## src/rtl/dru_pkg.sv

```systemverilog
// dru_pkg: shared types, default sizes and width helpers for the data recovery unit.
package dru_pkg;
    typedef enum logic {HUNT, LOCKED} dru_state_e;
    localparam int DRU_OSR = 4;
    localparam int DRU_SPW = 8;
    function automatic int bpw(input int osr, input int spw);
        return spw / osr;
    endfunction
    function automatic int cnt_w(input int osr, input int spw);
        return $clog2(spw / osr + 2);
    endfunction
endpackage

```

## src/rtl/dru_phase_tracker_if.sv

```systemverilog
// dru_phase_tracker_if: sample stream in, recovered bits and tracking status out.
// With DRU_PHASE_OVERRIDE_EN defined the phase force inputs are present.
interface dru_phase_tracker_if import dru_pkg::*; #(
    parameter int OSR = DRU_OSR,
    parameter int SPW = DRU_SPW
);
    localparam int BPW = bpw(OSR, SPW);
    localparam int CW  = cnt_w(OSR, SPW);
    localparam int PW  = $clog2(OSR);
    logic [SPW-1:0] din;
    logic           din_valid;
    logic [BPW:0]   dout;
    logic [CW-1:0]  dout_cnt;
    logic           dout_valid;
    logic [OSR-1:0] edge_flags;
    logic [PW-1:0]  phase;
    logic           locked;
`ifdef DRU_PHASE_OVERRIDE_EN
    logic           phase_force_en;
    logic [PW-1:0]  phase_force;
    modport master (output din, din_valid, phase_force_en, phase_force,
                    input dout, dout_cnt, dout_valid, edge_flags, phase, locked);
    modport slave  (input din, din_valid, phase_force_en, phase_force,
                    output dout, dout_cnt, dout_valid, edge_flags, phase, locked);
`else
    modport master (output din, din_valid,
                    input dout, dout_cnt, dout_valid, edge_flags, phase, locked);
    modport slave  (input din, din_valid,
                    output dout, dout_cnt, dout_valid, edge_flags, phase, locked);
`endif
endinterface

```

## src/rtl/dru_edge_detect.sv

```systemverilog
// dru_edge_detect: registers each accepted word with the last sample of the word before,
// and folds sample-to-sample transitions onto their phase within the bit period.
module dru_edge_detect import dru_pkg::*; #(
    parameter int OSR = DRU_OSR,
    parameter int SPW = DRU_SPW
) (
    input  logic           clk,
    input  logic           rst,
    input  logic [SPW-1:0] din,
    input  logic           din_valid,
    output logic [SPW-1:0] sw,
    output logic           prev_last,
    output logic           sw_valid,
    output logic [OSR-1:0] edge_flags
);
    logic [SPW-1:0] edges;
    assign edges = sw ^ {sw[SPW-2:0], prev_last};
    always_ff @(posedge clk or posedge rst) begin
        if (rst) begin
            sw        <= '0;
            prev_last <= 1'b0;
            sw_valid  <= 1'b0;
        end else begin
            sw_valid <= din_valid;
            if (din_valid) begin
                sw        <= din;
                prev_last <= sw[SPW-1];
            end
        end
    end
    always_comb begin
        edge_flags = '0;
        for (int i = 0; i < SPW; i++) edge_flags[i % OSR] = edge_flags[i % OSR] | edges[i];
    end
endmodule

```

## src/rtl/dru_phase_tracker.sv

```systemverilog
// dru_phase_tracker: oversampled data recovery that votes on edge phases and steers sampling away from them.
// Defining DRU_PHASE_OVERRIDE_EN adds phase_force_en/phase_force to pin the phase manually.
module dru_phase_tracker import dru_pkg::*; #(
    parameter int OSR      = DRU_OSR,
    parameter int SPW      = DRU_SPW,
    parameter int WIN      = 16,
    parameter int LOCK_CNT = 4,
    parameter int VOTE_W   = 8
) (
    input logic clk,
    input logic rst,
    dru_phase_tracker_if.slave io
);
    localparam int BPW = bpw(OSR, SPW);
    localparam int CW  = cnt_w(OSR, SPW);
    localparam int PW  = $clog2(OSR);
    localparam int WW  = $clog2(WIN);
    localparam int SW  = $clog2(LOCK_CNT + 1);
    logic [SPW-1:0]    sw, shifted;
    logic              prev_last, sw_valid;
    logic [OSR-1:0]    ef;
    logic [VOTE_W-1:0] vote [OSR];
    logic [VOTE_W-1:0] vote_nx [OSR];
    logic [VOTE_W-1:0] best_v;
    logic [PW-1:0]     phase, best, d, ph_nx, frc_ph;
    logic              any, step_up, big, move, win_end, frc, frc_d, wrap_f, wrap_b, stable_hit;
    logic [WW-1:0]     wcnt;
    logic [SW-1:0]     stable;
    logic [BPW:0]      norm, dn;
    logic [CW-1:0]     cn;
    dru_state_e        state;

    dru_edge_detect #(.OSR(OSR), .SPW(SPW)) u_edge (
        .clk, .rst, .din(io.din), .din_valid(io.din_valid),
        .sw, .prev_last, .sw_valid, .edge_flags(ef)
    );

`ifdef DRU_PHASE_OVERRIDE_EN
    assign frc    = io.phase_force_en;
    assign frc_ph = io.phase_force;
`else
    assign frc    = 1'b0;
    assign frc_ph = '0;
`endif

    // Strict compare keeps the lowest phase on ties.
    always_comb begin
        best   = '0;
        best_v = '0;
        any    = 1'b0;
        for (int p = 0; p < OSR; p++) begin
            vote_nx[p] = vote[p] + VOTE_W'(ef[p] && vote[p] != '1);
            any        = any | (vote_nx[p] != '0);
            if (vote_nx[p] > best_v) begin
                best   = PW'(p);
                best_v = vote_nx[p];
            end
        end
    end

    // Distance to the target is taken modulo OSR; half-way ties step forward.
    assign d          = best + PW'(OSR / 2) - phase;
    assign step_up    = d <= PW'(OSR / 2);
    assign big        = step_up ? d > PW'(1) : d < PW'(OSR - 1);
    assign ph_nx      = step_up ? phase + PW'(1) : phase - PW'(1);
    assign win_end    = wcnt == WW'(WIN - 1);
    assign move       = win_end && any && d != '0 && !frc;
    assign stable_hit = stable >= SW'(LOCK_CNT - 1);
    assign shifted    = sw >> phase;

    always_comb begin
        norm = '0;
        for (int k = 0; k < BPW; k++) norm[k] = shifted[k * OSR];
    end

    // A phase wrap shortens or lengthens exactly one word to keep bit alignment.
    assign dn = wrap_f ? norm >> 1 : wrap_b ? {norm[BPW-1:0], prev_last} : norm;
    assign cn = wrap_f ? CW'(BPW - 1) : wrap_b ? CW'(BPW + 1) : CW'(BPW);
    assign io.phase  = phase;
    assign io.locked = state == LOCKED;

    always_ff @(posedge clk or posedge rst) begin
        if (rst) begin
            io.dout       <= '0;
            io.dout_cnt   <= '0;
            io.dout_valid <= 1'b0;
            io.edge_flags <= '0;
            phase         <= PW'(OSR / 2);
            state         <= HUNT;
            vote          <= '{default: '0};
            wcnt          <= '0;
            stable        <= '0;
            wrap_f        <= 1'b0;
            wrap_b        <= 1'b0;
            frc_d         <= 1'b0;
        end else begin
            io.dout_valid <= sw_valid;
            frc_d         <= frc;
            if (sw_valid) begin
                io.dout       <= dn;
                io.dout_cnt   <= cn;
                io.edge_flags <= ef;
                wrap_f        <= move && step_up && phase == PW'(OSR - 1);
                wrap_b        <= move && !step_up && phase == '0;
                if (win_end) begin
                    vote <= '{default: '0};
                    wcnt <= '0;
                end else begin
                    vote <= vote_nx;
                    wcnt <= wcnt + 1'b1;
                end
                if (move) begin
                    phase  <= ph_nx;
                    stable <= '0;
                    if (big) state <= HUNT;
                end else if (win_end && any && !frc) begin
                    stable <= stable_hit ? SW'(LOCK_CNT) : stable + 1'b1;
                    if (stable_hit) state <= LOCKED;
                end
            end
            if (frc) begin
                phase  <= frc_ph;
                state  <= HUNT;
                stable <= '0;
                wrap_f <= 1'b0;
                wrap_b <= 1'b0;
            end else if (frc_d) begin
                vote <= '{default: '0};
                wcnt <= '0;
            end
        end
    end
endmodule

```

## src/flat_wrapper.sv

```systemverilog
// flat-port wrapper written by rule: the top's interface ports become plain ports
module dru_phase_tracker_flat import dru_pkg::*;
#(
    parameter int OSR      = DRU_OSR,
    parameter int SPW      = DRU_SPW,
    parameter int WIN      = 16,
    parameter int LOCK_CNT = 4,
    parameter int VOTE_W   = 8
)
  (clk, rst, io_din, io_din_valid, io_dout, io_dout_cnt, io_dout_valid, io_edge_flags, io_phase, io_locked);
  dru_phase_tracker_if #(.OSR(OSR), .SPW(SPW)) io_i ();
  input logic clk;
  input logic rst;
  input wire logic [$bits(io_i.din)-1:0] io_din;
  input wire logic [$bits(io_i.din_valid)-1:0] io_din_valid;
  output wire logic [$bits(io_i.dout)-1:0] io_dout;
  output wire logic [$bits(io_i.dout_cnt)-1:0] io_dout_cnt;
  output wire logic [$bits(io_i.dout_valid)-1:0] io_dout_valid;
  output wire logic [$bits(io_i.edge_flags)-1:0] io_edge_flags;
  output wire logic [$bits(io_i.phase)-1:0] io_phase;
  output wire logic [$bits(io_i.locked)-1:0] io_locked;
  assign io_i.din = io_din;
  assign io_i.din_valid = io_din_valid;
  assign io_dout = io_i.dout;
  assign io_dout_cnt = io_i.dout_cnt;
  assign io_dout_valid = io_i.dout_valid;
  assign io_edge_flags = io_i.edge_flags;
  assign io_phase = io_i.phase;
  assign io_locked = io_i.locked;
  dru_phase_tracker #(.OSR(OSR), .SPW(SPW), .WIN(WIN), .LOCK_CNT(LOCK_CNT), .VOTE_W(VOTE_W)) u_core (.clk(clk), .rst(rst), .io(io_i));
endmodule
```

## config.mk

```make
export PLATFORM = sky130hd
export DESIGN_NAME = dru_phase_tracker_flat
export DESIGN_NICKNAME = d
export VERILOG_FILES = /design/src/rtl/dru_pkg.sv /design/src/rtl/dru_phase_tracker_if.sv /design/src/rtl/dru_edge_detect.sv /design/src/rtl/dru_phase_tracker.sv /design/src/flat_wrapper.sv
export SDC_FILE = /design/constraint.sdc
export NUM_CORES = 1
export LEC_CHECK = 0
export CORE_MARGIN = 1.5
export CORE_UTILIZATION = 35
export CTS_CLUSTER_SIZE = 25
export DETAILED_ROUTE_END_ITERATION = 6
export PLACE_DENSITY = 0.56
export SETUP_SLACK_MARGIN = 0.3
export SLEW_MARGIN = 20
export SYNTH_ARGS = -nofsm -noshare
export SYNTH_HDL_FRONTEND = slang
export SYNTH_HIERARCHICAL = 1
export SYNTH_SLANG_ARGS = --single-unit
```

## constraint.sdc

```tcl
create_clock -name clk -period 14.2 [get_ports clk]
set_clock_uncertainty 0.1 [all_clocks]
set_input_delay 1.42 -clock clk [delete_from_list [all_inputs] [get_ports clk]]
set_output_delay 1.42 -clock clk [all_outputs]
set_load 0.005 [all_outputs]
```

==> metrics <==
Netlist cell types=just under 60; Rows=40; Crit. Startpoint=u_core/u_edge/sw[0]; synth-to-layout area growth=15.1%; wire length per cell=between 15 and 20 um; period utilization=52.1%; Critical Path AT=about 7.6 ns; mean post-synth cell area=a little under 10 um2; antenna violations before repair=0; GRT overflow=0; CTS H-Tree Depth=3; Most used DFF post-synth=dfrtp_1; Worst-path clk slew=approximately 0.06 ns; post-route minimum period=7.40 ns; Root Driver=clkbuf_16; Slew @ Worst Pin=0.983 ns; Vias=3283; largest net degree at the start of global routing=39; Hold Path Depth=1; Reg-to-Reg End=u_core/io.phase[1]; Critical Path End Type=flip-flop; initial DRC count=around 160; Finished Core Util=between 40% and 50%; worst r2r src=u_core/u_edge/sw[0]; Worst Path Max Fanout=10; CP bufs+invs=2; port bufs=23; gpl congestion=about 0.90; core box area=~0.012 mm2; CTS Hold Buffers Added=0; Worst Hold Slack=0.375 ns; Max Cap Viol=0; antenna violation net count after detailed routing=0; I/O pins=24; CTS resizes=0; worst r2r path cells=31; clk buf depth=2; CP most frequent cell=ha_1; commonest cells after routing, fill and taps aside=dfrtp_1 (63), nand2_1 (43), ha_1 (37); endpoints failing setup=0; largest stage delay on the critical path=0.44 ns; Crit-path slowest cell=dfrtp_1; layout cells sized above 1=a little under an eighth; Seq/Total Area, Yosys=between 30% and 40%; YS warnings=6; status=finished clean; unrepaired setup endpoints after global routing=no; reg-to-reg slack, setup=6.80 ns; Gate Count Post-Synth=approximately 440; Slew Limit Headroom=between 30 and 40%; HP Start=u_core/wcnt[3]; die height=~110 um; Worst-Skew Late Latency=0.33 ns; HPWL after DPL=7490 um; global-route wire length before repair=about 17000 um; Final Hold Viols=0; Critical Path Stages=31; hold path endpoint=u_core/wcnt[3]; Initial Util=between 30% and 40%; Num CTS Buffers=9; asr flop ratio synth=between 90% and 100%; Worst EP required=14.38 ns; Synth area leaders=dfrtp_1 (36%), ha_1 (11%), xnor2_1 (4.6%), nand2_1 (3.7%), mux2_4 (3.1%); synthesized cell area=roughly 0.0044 mm2; Mapped Nets=around 490; number of flops mapped to enable cells by yosys=0; setup TNS=0 ns; share of the synthesized area in the top cell type=36.1%; kind of critical path=flip-flop to flip-flop; post-detailed-route DRC marker count=0; final WL=a little over 10000 um; vias in the first global route=~3400; DR vias/cell=around 5.2; die footprint=approximately 0.013 mm2; drt pass-1 iters=5; Worst Hold Class=flip-flop to flip-flop; postcts setup bufs=0; DIE WIDTH=roughly 110 um; n_diodes=0; commonest non-fill, non-tap cell in the layout=dfrtp_1; GRT Util Overall=approximately 17%; Synth area leader=dfrtp_1; clock sinks=64; Crit path max-delay family=simple AND/OR/NAND/NOR gates; CP startpoint kind=flip-flop; Final Slew Violations=0; NumNets Final=504; Seq cells post-synth=64; CTS tree=done; fmax=roughly 0.14 GHz
## synth_stat cells (2+ instances only)
| master | n |
|---|---|
| nand2b_1 | 2 |
| nor3_1 | 4 |
| or4_4 | 2 |
| a22o_1 | 8 |
| mux2_2 | 10 |
| o22ai_1 | 8 |
| or4_1 | 3 |
| nand4_1 | 15 |
| mux4_2 | 2 |
| ha_1 | 37 |
| and2_1 | 8 |
| and4_1 | 3 |
| inv_1 | 33 |
| o31a_1 | 4 |
| nand4bb_1 | 2 |
| dfrtp_1 | 63 |
| nor2b_1 | 4 |
| nand2_1 | 43 |
| o31ai_1 | 2 |
| a211oi_1 | 2 |
| a21oi_1 | 9 |
| buf_6 | 5 |
| or3_1 | 7 |
| o21ai_0 | 27 |
| xnor3_1 | 2 |
| xnor2_1 | 23 |
| nor4_1 | 2 |
| xor2_1 | 5 |
| and3_1 | 2 |
| nand3_1 | 14 |
| nor2_1 | 11 |
| o2bb2ai_1 | 12 |
| o21a_1 | 3 |
| o21ai_1 | 2 |
| mux2_4 | 9 |
| clkbuf_1 | 14 |
| a21o_1 | 3 |
| mux2i_1 | 13 |
| a22oi_1 | 2 |
## worst max-delay path by stage
stage / to / slack (ns)
2_1_floorplan: u_core/io.phase[1] / 7.68
3_3_place_gp: u_core/io.phase[1] / 7.04
3_5_place_dp: u_core/io.phase[1] / 6.87
4_1_cts: u_core/io.phase[1] / 6.86
5_1_grt: u_core/io.phase[1] / 6.28
6_report: u_core/io.phase[1] / 6.80
## flip-flops by register name, indices dropped and copies added, names as in the netlist, 2 cells and up
register              count
u_core/io.dout            3
u_core/stable             3
u_core/io.dout_cnt        2
u_core/u_edge/sw          8
u_core/io.phase           2
u_core/io.edge_flags      4
u_core/wcnt               4
u_core/vote              32
## kinds of logic (layout without fill, tap and decap cells)
group | after synthesis | after routing | synth area share (%)
and+or+nand+nor | 130 | 130 | 16.3
AOI/OAI and AO/OA | 90 | 90 | 14.3
DFF | 64 | 64 | 36.7
buffers and inverters | 54 | 76 | 5.62
adders and majority gates | 37 | 37 | 10.6
muxes | 34 | 34 | 9.69
xor gates and xnor gates | 30 | 30 | 6.65
## area by class of cell
cell class	instances	area, um2
sequential	64	1600
multi-input combinational	321	2510
timing repair buffer	27	260
tap	168	210
inverter	33	124
fill	1192	7040
clock inverter	5	55.1
clock buffer	11	253
## metrics by stage
stage               setup WS [ns]  cell area (um2)  std cells
global placement             7.04             4710        613
global route                 6.28             5020        629
detailed placement           6.87             4710        613
CTS                          6.86             5020        629
floorplan                    7.68             4360        439
finish                       6.80             5020        629
## per-layer routing
layer / track usage [%] / up-vias / wire [um]
met3: 3.02 / 17 / 359
met1: 22.5 / 1571 / 4910
met2: 26.9 / 65 / 4660
met4: 6.42 / 0 / 189
met5: 0 / - / 0
li1: - / 1630 / -
Power is not shown: default switching activity piles up to over one toggle a cycle in this logic, so the estimate is an artifact.
